## src/rtl/ssp_pkg.sv

```systemverilog
// Shared constants and helpers for the SSP receive path.
package ssp_pkg;

  localparam int unsigned SSP_DATA_W_DEFAULT   = 8;
  localparam int unsigned SSP_RX_DEPTH_DEFAULT = 8;

  // {PSEL, PENABLE, PWRITE} during an APB read access phase
  localparam logic [2:0] SSP_APB_RD = 3'b110;

  function automatic int unsigned ssp_clog2(input int unsigned n);
    int unsigned r;
    r = 0;
    for (int unsigned i = 0; i < 32; i++) begin
      if ((64'd1 << i) < 64'(n)) r = i + 1;
    end
    return r;
  endfunction

endpackage

```

## src/rtl/ssp_fifo_ram.sv

```systemverilog
// FIFO storage: one synchronous write port, one registered read port.
module ssp_fifo_ram
  import ssp_pkg::*;
#(
  parameter int unsigned DATA_W = SSP_DATA_W_DEFAULT,
  parameter int unsigned DEPTH  = SSP_RX_DEPTH_DEFAULT,
  parameter int unsigned AW     = ssp_clog2(DEPTH)
) (
  input  logic              clk_i,
  input  logic              clr_i,
  input  logic              we_i,
  input  logic [AW-1:0]     waddr_i,
  input  logic [DATA_W-1:0] wdata_i,
  input  logic              re_i,
  input  logic [AW-1:0]     raddr_i,
  output logic [DATA_W-1:0] rdata_o
);

  logic [DATA_W-1:0] mem_q [DEPTH];
  logic [DATA_W-1:0] rdata_q;

  always_ff @(posedge clk_i) begin
    if (we_i) mem_q[waddr_i] <= wdata_i;
  end

  // Read register holds its value when no pop occurs
  always_ff @(posedge clk_i) begin
    if (clr_i) begin
      rdata_q <= '0;
    end else if (re_i) begin
      rdata_q <= mem_q[raddr_i];
    end
  end

  assign rdata_o = rdata_q;

endmodule

```

## src/rtl/ssp_rx_fifo_param.sv

```systemverilog
// SSP receive FIFO with level/flags, threshold and overrun interrupts.
// Define SSP_RX_TIMEOUT_EN to build the receive-timeout interrupt.
module ssp_rx_fifo_param
  import ssp_pkg::*;
#(
  parameter int unsigned DATA_W    = SSP_DATA_W_DEFAULT,
  parameter int unsigned DEPTH     = SSP_RX_DEPTH_DEFAULT,
  parameter int unsigned RX_THRESH = 4,
  parameter int unsigned TIMEOUT   = 32
) (
  input  logic                      PCLK,
  input  logic                      CLEAR,
  input  logic                      PSEL,
  input  logic                      PENABLE,
  input  logic                      PWRITE,
  input  logic [DATA_W-1:0]         RxData,
  input  logic                      rx_ready,
  input  logic                      ror_clr,
  output logic [DATA_W-1:0]         PRDATA,
  output logic                      rx_empty,
  output logic                      rx_full,
  output logic [ssp_clog2(DEPTH):0] rx_level,
  output logic                      SSPRXINTR,
  output logic                      SSPRORINTR,
  output logic                      SSPRTINTR
);

  localparam int unsigned AW = ssp_clog2(DEPTH);
  localparam int unsigned LW = AW + 1;
  localparam logic [AW:0] ThreshVal = LW'(RX_THRESH);

  logic [AW:0] wptr_q, wptr_d, rptr_q, rptr_d, level_q, level_d;
  logic        empty_q, full_q, full_d, rxintr_q, ror_q, ror_d;
  logic        rd_access, pop, push, drop;

  assign rd_access = ({PSEL, PENABLE, PWRITE} == SSP_APB_RD);
  assign pop       = rd_access & ~empty_q;
  // A same-cycle pop frees the slot, so a full FIFO still accepts the frame
  assign push      = rx_ready & (~full_q | pop);
  assign drop      = rx_ready & full_q & ~pop;

  always_comb begin
    wptr_d  = wptr_q + {{AW{1'b0}}, push};
    rptr_d  = rptr_q + {{AW{1'b0}}, pop};
    level_d = wptr_d - rptr_d;
    full_d  = (wptr_d[AW] != rptr_d[AW]) && (wptr_d[AW-1:0] == rptr_d[AW-1:0]);
    ror_d   = drop | (ror_q & ~ror_clr);
  end

  always_ff @(posedge PCLK) begin
    if (CLEAR) begin
      wptr_q   <= '0;
      rptr_q   <= '0;
      level_q  <= '0;
      empty_q  <= 1'b1;
      full_q   <= 1'b0;
      rxintr_q <= 1'b0;
      ror_q    <= 1'b0;
    end else begin
      wptr_q   <= wptr_d;
      rptr_q   <= rptr_d;
      level_q  <= level_d;
      empty_q  <= (level_d == '0);
      full_q   <= full_d;
      rxintr_q <= (level_d >= ThreshVal);
      ror_q    <= ror_d;
    end
  end

  ssp_fifo_ram #(
    .DATA_W (DATA_W),
    .DEPTH  (DEPTH),
    .AW     (AW)
  ) u_ram (
    .clk_i   (PCLK),
    .clr_i   (CLEAR),
    .we_i    (push),
    .waddr_i (wptr_q[AW-1:0]),
    .wdata_i (RxData),
    .re_i    (pop),
    .raddr_i (rptr_q[AW-1:0]),
    .rdata_o (PRDATA)
  );

  assign rx_empty   = empty_q;
  assign rx_full    = full_q;
  assign rx_level   = level_q;
  assign SSPRXINTR  = rxintr_q;
  assign SSPRORINTR = ror_q;

`ifdef SSP_RX_TIMEOUT_EN
  localparam int unsigned TW = ssp_clog2(TIMEOUT + 1);
  localparam logic [TW-1:0] TimeoutVal = TW'(TIMEOUT);

  logic [TW-1:0] idle_q, idle_d;

  // Saturating idle counter; only runs while frames are waiting
  always_comb begin
    idle_d = idle_q;
    if (push || pop || empty_q) begin
      idle_d = '0;
    end else if (idle_q != TimeoutVal) begin
      idle_d = idle_q + TW'(1);
    end
  end

  always_ff @(posedge PCLK) begin
    if (CLEAR) idle_q <= '0;
    else       idle_q <= idle_d;
  end

  assign SSPRTINTR = ~empty_q & (idle_q == TimeoutVal);
`else
  logic unused_timeout;
  assign unused_timeout = ^TIMEOUT;
  assign SSPRTINTR      = 1'b0;
`endif

endmodule

```

## config.mk

```make
export PLATFORM = sky130hd
export DESIGN_NAME = ssp_rx_fifo_param
export DESIGN_NICKNAME = d
export VERILOG_FILES = /design/src/rtl/ssp_pkg.sv /design/src/rtl/ssp_fifo_ram.sv /design/src/rtl/ssp_rx_fifo_param.sv
export SDC_FILE = /design/constraint.sdc
export NUM_CORES = 1
export LEC_CHECK = 0
export CORE_MARGIN = 4
export CORE_UTILIZATION = 55
export DETAILED_ROUTE_END_ITERATION = 10
export PLACE_DENSITY = 0.74
export SETUP_SLACK_MARGIN = 0.4
export SYNTH_ARGS = -nofsm -noshare
export SYNTH_HDL_FRONTEND = slang
export SYNTH_SLANG_ARGS = --single-unit
```

## constraint.sdc

```tcl
create_clock -name PCLK -period 3.71 [get_ports PCLK]
set_input_delay 0.742 -clock PCLK [delete_from_list [all_inputs] [get_ports PCLK]]
set_output_delay 0.742 -clock PCLK [all_outputs]
set_load 0.01 [all_outputs]
```

# == Word-level counts from Yosys, hierarchy flattened ==
# Memories as Yosys holds them, arrays and structs flattened. A register that Yosys moved wholly into a read port is not among the register bits.
# Cells that the tools add are included.
# totals
ff_bits,16
mem_bits_rw,64
elab_cells,30
mem_count,1
# memory_table
name,words,word_bits,rd,rd_ports_with_merged_regs,wr,line,source
u_ram.mem_q,8,8,1,1,1,ssp_fifo_ram.sv:19,logic [DATA_W-1:0] mem_q [DEPTH];
# op_classes
n_addsub,3
n_lt_le_gt_ge,1
n_eq_ne,3
muxes,2
bitwise_logic,11
n_reduce_logical,2
# op_table
operator,n
$add A4 B1 Y4,2
$and A1 B1 Y1,5
$ge A4 B3 Y1 const B,1
$logic_not A4 Y1,1
$not A1 Y1,4
$sub A4 B4 Y4,1
$eq A3 B3 Y1,1
$eq A3 B3 Y1 const B,1
$mux W1,2
$or A1 B1 Y1,2
$logic_and A1 B1 Y1,1
$ne A1 B1 Y1,1

# == Longest topological paths before layout ==
# Gate-level depths: netlist of the first run.
# depth
ltp_word,7
ltp_mapped,11
depth_no_buf,10

# == Cells and area by module ==
# Synthesis of the first run repeated with hierarchy kept, for this count alone.
# hier_totals
hier_cells,227
hier_area_um2,3498.4
# modules_own_cells
mod,n_inst,cells_each,area_each_um2
ssp_fifo_ram,1,162,2812.7
ssp_rx_fifo_param,1,65,685.7

# == Least setup slack after synthesis of the first run ==
# OpenSTA, ideal clock, no wires.
# synth_path
path_kind,in2reg
start,in PWRITE
end,reg empty_q (netlist: rx_empty)
setup_time_ps,60
arrival_time_ps,2945
setup_slack_ps,705
path_stages,11
n_path_buf,1
path_cell_list,nand4bb_1 > clkbuf_1 > clkinv_1 > ha_1 > ha_1 > inv_1 > ha_1 > a21o_1 > a21oi_1 > xor2_1 > a41o_1
# synth_rtl
item,line,source
"start, declared",ssp_rx_fifo_param.sv:15,"input logic PWRITE,"
$eq A3 B3 Y1,ssp_rx_fifo_param.sv:36,"assign rd_access = ({PSEL, PENABLE, PWRITE} == SSP_APB_RD);"
$and A1 B1 Y1,ssp_rx_fifo_param.sv:37,assign pop = rd_access & ~empty_q;
net pop,ssp_rx_fifo_param.sv:34,"logic rd_access, pop, push, drop;"
$add A4 B1 Y4,ssp_rx_fifo_param.sv:44,"rptr_d = rptr_q + {{AW{1'b0}}, pop};"
net rptr_d[1],ssp_rx_fifo_param.sv:32,"logic [AW:0] wptr_q, wptr_d, rptr_q, rptr_d, level_q, level_d;"
$sub A4 B4 Y4,ssp_rx_fifo_param.sv:45,level_d = wptr_d - rptr_d;
$logic_not A4 Y1,ssp_rx_fifo_param.sv:63,empty_q <= (level_d == '0);
"end signal, assigned",ssp_rx_fifo_param.sv:63,
"end, declared",ssp_rx_fifo_param.sv:33,"logic empty_q, full_q, full_d, rxintr_q, ror_q, ror_d;"
# The timed path passes the listed nets, and every way through them passes these cells.
# A chain may end at the register's enable or synchronous reset.

# == Worst setup path after layout of the first run ==
# Ends and elaborated chain as after synthesis.

==> results of run 1 <==
-- worst max-delay path, delay by kind of cell --
kind	cells	cell delay, ns
AND/OR/NAND/NOR	1	0.13
AO/OA/AOI/OAI	3	0.52
XOR/XNOR	1	0.25
adder cells (fa/ha/maj)	3	0.76
buffers and inverters	4	0.88
-- report_power, final --
part	switching [mW]	internal [mW]
Sequential	0.0120	1.09
Combinational	0.0764	0.0688
Clock	0.333	0.311
Total	0.421	1.47
-- flip-flops by register name, indices dropped and copies added (netlist names) --
| name | flops |
|---|---|
| wptr_q | 4 |
| rx_empty | 1 |
| u_ram.rdata_o | 8 |
| rx_level | 4 |
| u_ram.mem_q | 64 |
| SSPRORINTR | 1 |
| SSPRXINTR | 1 |
| rx_full | 1 |
| rptr_q | 4 |
-- worst paths after layout --
kind,endpoint,cells past startpoint
setup / recovery,rx_empty$_SDFF_PP1_,12
hold / removal,u_ram.rdata_o[3]$_SDFFE_PP0P_,2
setup reg to reg,rx_empty$_SDFF_PP1_,9
hold reg to reg,u_ram.rdata_o[3]$_SDFFE_PP0P_,2
-- synth_stat cells (2+ instances only) --
| library cell | n |
|---|---|
| nand3_2 | 2 |
| xor2_1 | 2 |
| nor2b_1 | 5 |
| nand2_1 | 2 |
| dfxtp_1 | 24 |
| ha_1 | 7 |
| a22oi_1 | 16 |
| edfxtp_1 | 64 |
| mux2i_1 | 32 |
| xor2_2 | 2 |
| nand2b_1 | 2 |
| xnor2_1 | 2 |
| nor2_1 | 26 |
| a21oi_1 | 10 |
| buf_2 | 4 |
| nor3_1 | 10 |
| clkbuf_1 | 5 |
| inv_1 | 5 |
-- metrics by stage --
step                      area, um2  power, mW
after floorplan                3450       1.19
after global placement         3880       1.26
after detailed placement       3880       1.27
after CTS                      4080       1.90
after global routing           4080       1.96
final                          4080       1.89
-- routing by layer --
layer / global-route usage [%] / wire length [um] / vias up
met1: 25.6 / 2970 / 956
met4: 6.83 / 85 / 0
met2: 28.2 / 3360 / 39
li1: - / - / 950
met5: 0 / 0 / -
met3: 5.96 / 311 / 6
-- cells by family (layout without fill, tap and decap cells) --
group | Yosys count | count (layout)
buffers and inverters | 17 | 64
multiplexers | 32 | 32
adder cells (fa/ha/maj) | 8 | 8
XOR/XNOR | 7 | 7
flip-flops | 88 | 88
AO/OA/AOI/OAI | 30 | 30
other | 1 | 1
AND/OR/NAND/NOR | 51 | 51
-- cell type report --
type	instances	area [um2]	share of cell area, %
multi-input cells	129	972	23.9
repair buffers	42	390	9.58
flip-flops and latches	88	2400	59.0
clock inverters	7	68.8	1.69
clock buffers	9	124	3.04
inverters	6	22.5	0.553
well taps	75	93.8	2.30
==> flow_metrics.py, run 1 <==
metrics = {
    "synth": {
        "ys.flop_type": "edfxtp_1",
        "synth_top_family_by_area": "multiplexers",
        "ys_top_cells_by_area": "edfxtp_1, dfxtp_1, mux2i_1, a22oi_1, nor2_1",
        "synth.cell_area_um2": 3450,
        "synthDistinctLibCells": 32,
        "synth_edf_count": 64,
        "synth_xor_area_share_pct": 2.43,
        "syn-num-nets": 257,
        "avgSynthCellArea_um2": 14.7,
        "synth_top_area_cell": "edfxtp_1",
        "postSynthCellCount": 234,
        "seq_area_frac_synth_pct": 69.7,
        "ys_async_sr_fraction_pct": 0,
        "synth_fa_ha_area_share_pct": 3.12,
        "ys.warnings.count": 0,
        "ys_ff_latch": 88,
        "yosysTopAreaCellShare_pct": 55.8,
        "synth-compound-area-share_pct": 5.92,
        "synthMuxAreaShare_pct": 9.29,
        "synth_simple_gate_area_share_pct": 7.33,
    },
    "timing": {
        "slew_headroom_pct": 38.8,
        "rsz0062_at_grt": "no",
        "tns_ns": 0,
        "tightest_slew_ns": 0.915,
        "period_share_pct": 80.4,
        "period_needed_ns": 2.98,
        "hold_violations": 0,
        "setup_viol": 0,
        "fin_ws_ns": 0.727,
        "clock_skew_ns": 0.0121,
        "drv_slew": 0,
        "whs_ns": 0.501,
        "max_freq_mhz": 335,
    },
    "placed_design": {
        "dpl.hpwl_mm": 4.52,
        "post-place-ws_ns": 0.365,
        "port_buffers": 30,
        "dpl.cell_count": 340,
        "gp_congestion": 0.872,
    },
    "die": {
        "io_pins": 32,
        "core_area_um2": 5990,
        "die_area_um2": 7600,
        "start_util_pct": 57.5,
        "num_rows": 28,
        "fp.dieH_um": 87.2,
        "dieWidth_um": 87.2,
    },
    "cts": {
        "clockRootBuffer": "clkbuf_8",
        "clock_path_buffers": 2,
        "htreeDepth": 3,
        "cts.sinks": 88,
        "cts_tree": "yes",
        "cts_inserted_buffers": 9,
        "cts_resized": 0,
        "clock_latency_ns": 0.35,
        "postCtsSetupRepairBufs": 0,
        "cts_hold_buffers": 0,
        "clk_pin_slew_ns": 0.08,
    },
    "cells_and_area": {
        "fin_nets": 299,
        "layout-drive-gt1-share_pct": 11.7,
        "antenna_cells": 0,
        "fin_cells": 356,
        "final_core_util_pct": 68.0,
        "area_growth_pct": 18.2,
        "mostFrequentLayoutCells": "edfxtp_1, mux2i_1, clkdlybuf4s50_1",
        "num-fill-cells": 422,
        "final_common_cell": "edfxtp_1",
    },
    "setup_path": {
        "cp_max_fo": 10,
        "cp_data_required_time_ns": 3.99,
        "worstPathArrival_ns": 3.26,
        "setup.worst_path.class": "in -> reg",
        "r2r_slack_ns": 1.20,
        "slowest_delay_ns": 0.45,
        "worstSetupEndpointType": "flip-flop",
        "cp_cell_sequence": "clkdlybuf4s50_1 -> nand4bb_1 -> buf_4 -> clkinv_1 -> ha_1 -> ha_1 -> inv_1 -> ha_1 -> a21o_1 -> a21oi_1 -> xor2_1 -> a41o_1",
        "r2r_start": "rx_empty$_SDFF_PP1_",
        "startpoint": "PWRITE",
        "crit_path_frequent_cell": "ha_1",
        "critical_path.slowest_cell": "clkdlybuf4s50_1",
        "start_kind": "primary input",
    },
    "routing": {
        "drt_iter0_markers": 144,
        "routed_wl_mm": 6.72,
        "drtAntennaViolNets": 0,
        "drc": 0,
        "vias_per_cell": 5.48,
        "wl_per_cell_um": 18.9,
        "vias": 1951,
        "drtPass1Iterations": 4,
    },
    "global_routing": {
        "grt_pass1_wl_mm": 10.1,
        "antenna_found_initial": 0,
        "grt_pass1_vias": 1913,
        "grt_use_total_pct": 18.7,
        "grt_max_degree": 34,
        "grt_remaining_overflow": 0,
    },
    "power": {
        "power.density_nw_per_um2": 463,
        "p_leak_nw": 1.36,
        "ir_worst_vdd_uv": 292,
    },
    "min_path": {
        "min_from": "u_ram.rdata_o[3]$_SDFFE_PP0P_",
        "min-delay-path-class": "reg -> reg",
    },
    "flow_run": {
        "drv_cap": 0,
    },
    "outcome": {
        "status": "completed",
    },
}
Note: power is estimated with default switching activity, not from simulation.
==> run 2, diff against run 1 <==
==> constraint.sdc (replaced) <==
create_clock -name PCLK -period 3.1 [get_ports PCLK]
set_input_delay 0.62 -clock PCLK [delete_from_list [all_inputs] [get_ports PCLK]]
set_output_delay 0.62 -clock PCLK [all_outputs]
set_load 0.01 [all_outputs]
==> run 2 against run 1 <==
  * Core utilization grew 2.0 points
  * Cell area is 2.9% higher
  * Clock power increased by 5.3%
  * Critical endpoint unchanged
==> flow_metrics.py, run 2 (synthesis gave the netlist of run 1 again) <==
metrics = {
    "outcome": {
        "status": "completed",
    },
    "global_routing": {
        "grt_use_total_pct": 19.9,
        "grt_pass1_wl_mm": 10.7,
        "grt_remaining_overflow": 0,
        "antenna_found_initial": 0,
        "grt_max_degree": 34,
        "grt_pass1_vias": 1968,
    },
    "routing": {
        "drc": 0,
        "vias_per_cell": 5.43,
        "wl_per_cell_um": 18.6,
        "routed_wl_mm": 6.84,
        "drtPass1Iterations": 4,
        "drtAntennaViolNets": 0,
        "vias": 2000,
        "drt_iter0_markers": 217,
    },
    "cells_and_area": {
        "antenna_cells": 0,
        "area_growth_pct": 21.7,
        "fin_cells": 368,
        "mostFrequentLayoutCells": "edfxtp_1, mux2i_1, clkdlybuf4s50_1",
        "design_area_um2": 4190,
        "layout-drive-gt1-share_pct": 17.4,
        "final_common_cell": "edfxtp_1",
        "largest_reg_flops": 64,
        "fin_nets": 311,
        "top_register": "u_ram.mem_q",
    },
    "placed_design": {
        "post_dp_cell_area_um2": 3970,
        "gp_congestion": 0.799,
        "dpl.cell_count": 351,
        "post-place-ws_ns": -0.0582,
        "port_buffers": 30,
        "dpl.hpwl_mm": 4.41,
    },
    "power": {
        "ir_worst_vdd_uv": 324,
        "power.density_nw_per_um2": 521,
        "power_mw": 2.19,
        "p_leak_nw": 1.42,
    },
    "setup_path": {
        "cp.depth": 9,
        "setup.worst_path.class": "in -> reg",
        "path_buf_inv": 2,
        "worstSetupEndpointType": "flip-flop",
        "slowest_delay_ns": 0.51,
        "startpoint": "PENABLE",
        "r2r_start": "rx_empty$_SDFF_PP1_",
        "worstPathArrival_ns": 2.91,
        "critical_path.slowest_cell": "clkdlybuf4s50_1",
        "cp_cell_sequence": "clkdlybuf4s50_1 -> nand4bb_4 -> a21boi_2 -> ha_2 -> ha_1 -> buf_4 -> fa_1 -> xnor2_1 -> a41o_1",
        "start_kind": "primary input",
        "rr_endpoint": "rx_empty$_SDFF_PP1_",
        "cp_max_fo": 3,
        "r2r_slack_ns": 0.79,
        "reg2reg_depth": 8,
        "cp_data_required_time_ns": 3.33,
        "crit_path_end": "rx_empty$_SDFF_PP1_",
        "worst_path_dominant_cell_family": "adder cells",
    },
    "die": {
        "io_pins": 32,
        "fp.dieH_um": 87.2,
        "dieWidth_um": 87.2,
        "num_rows": 28,
        "start_util_pct": 57.5,
        "core_area_um2": 5990,
        "die_area_um2": 7600,
    },
    "timing": {
        "max_freq_mhz": 373,
        "drv_slew": 0,
        "tns_ns": 0,
        "period_share_pct": 86.5,
        "tightest_slew_ns": 0.954,
        "slew_headroom_pct": 36.2,
        "fin_ws_ns": 0.418,
        "hold_violations": 0,
        "setup_viol": 0,
        "period_needed_ns": 2.68,
        "rsz0062_at_grt": "no",
        "clock_skew_ns": 0.0100,
    },
    "cts": {
        "cts_tree": "yes",
        "clock_latency_ns": 0.34,
        "cts_inserted_buffers": 9,
        "clock_path_buffers": 2,
        "cts.sinks": 88,
        "clk_pin_slew_ns": 0.08,
        "clockRootBuffer": "clkbuf_8",
        "cts_hold_buffers": 0,
        "htreeDepth": 3,
    },
    "min_path": {
        "min-delay-path-class": "reg -> reg",
        "hold-path-cell-count": 2,
    },
    "flow_run": {
        "drv_cap": 0,
    },
}
==> run 2: worst reg2reg max path: cells and delay by family (launching register included) <==
family          cells  cell delay [ns]
flops               1             0.32
compound gates      2             0.43
fa+ha+maj           3             0.90
xor+xnor            1             0.17
buf+inv             1             0.16
simple gates        1             0.23
==> run 2: cell type report <==
cell class	count	area, um2
Sequential cell	88	2400
Inverter	6	23.8
Clock inverter	4	21.3
Clock buffer	12	145
Fill cell	409	1800
Tap cell	75	93.8
Timing Repair Buffer	54	480
Multi-Input combinational cell	129	1030
==> run 2: timing repair <==
| action | in CTS | in global routing |
|---|---|---|
| endpoints found under the hold margin | 0 | 0 |
| pin swaps | 1 | 2 |
| cloned | 0 | 0 |
| buffers inserted | 0 | 1 |
| gates resized for setup | 3 | 5 |
| endpoints found under the setup margin | 3 | 4 |
==> run 2: report_power, final <==
part | leakage [nW] | internal [mW] | switching, mW | total (mW)
clock | 0.0838 | 0.309 | 0.370 | 0.678
combinational | 0.557 | 0.0967 | 0.0968 | 0.194
sequential | 0.777 | 1.30 | 0.0150 | 1.31
total | 1.42 | 1.70 | 0.481 | 2.19
==> run 2: stage by stage <==
stage	hold WS [ns]	utilization (%)
floorplan	0.518	-
global placement	0.469	66.2
detailed placement	0.486	66.2
CTS	0.511	69.1
global route	0.539	70.0
finish	0.511	70.0
==> run 2: worst min path at each step <==
stage | startpoint | slack, ns | end
4_1_cts | SSPRORINTR$_SDFF_PP0_ | 0.51 | SSPRORINTR$_SDFF_PP0_
3_5_place_dp | SSPRORINTR$_SDFF_PP0_ | 0.49 | SSPRORINTR$_SDFF_PP0_
2_1_floorplan | u_ram.rdata_o[0]$_SDFFE_PP0P_ | 0.52 | u_ram.rdata_o[0]$_SDFFE_PP0P_
5_1_grt | u_ram.rdata_o[5]$_SDFFE_PP0P_ | 0.54 | u_ram.rdata_o[5]$_SDFFE_PP0P_
3_3_place_gp | SSPRORINTR$_SDFF_PP0_ | 0.47 | SSPRORINTR$_SDFF_PP0_
6_report | u_ram.rdata_o[6]$_SDFFE_PP0P_ | 0.51 | u_ram.rdata_o[6]$_SDFFE_PP0P_
==> run 2: per-layer routing <==
| layer | track usage, % | wire [um] | vias to the layer above |
|---|---|---|---|
| met1 | 28.4 | 3080 | 973 |
| met5 | 0 | 0 | - |
| met4 | 8.09 | 97 | 0 |
| li1 | - | - | 968 |
| met2 | 29.9 | 3290 | 50 |
| met3 | 4.26 | 360 | 9 |
==> run 3, diff against run 2 <==
--- a/config.mk
+++ b/config.mk
@@ -10,6 +10,7 @@
 export DETAILED_ROUTE_END_ITERATION = 10
 export PLACE_DENSITY = 0.74
 export SETUP_SLACK_MARGIN = 0.4
+export SKIP_LAST_GASP = 1
 export SYNTH_ARGS = -nofsm -noshare
 export SYNTH_HDL_FRONTEND = slang
 export SYNTH_SLANG_ARGS = --single-unit
==> results of run 3 <==
No change in the layout: final DEF, timing and power equal those of run 2.
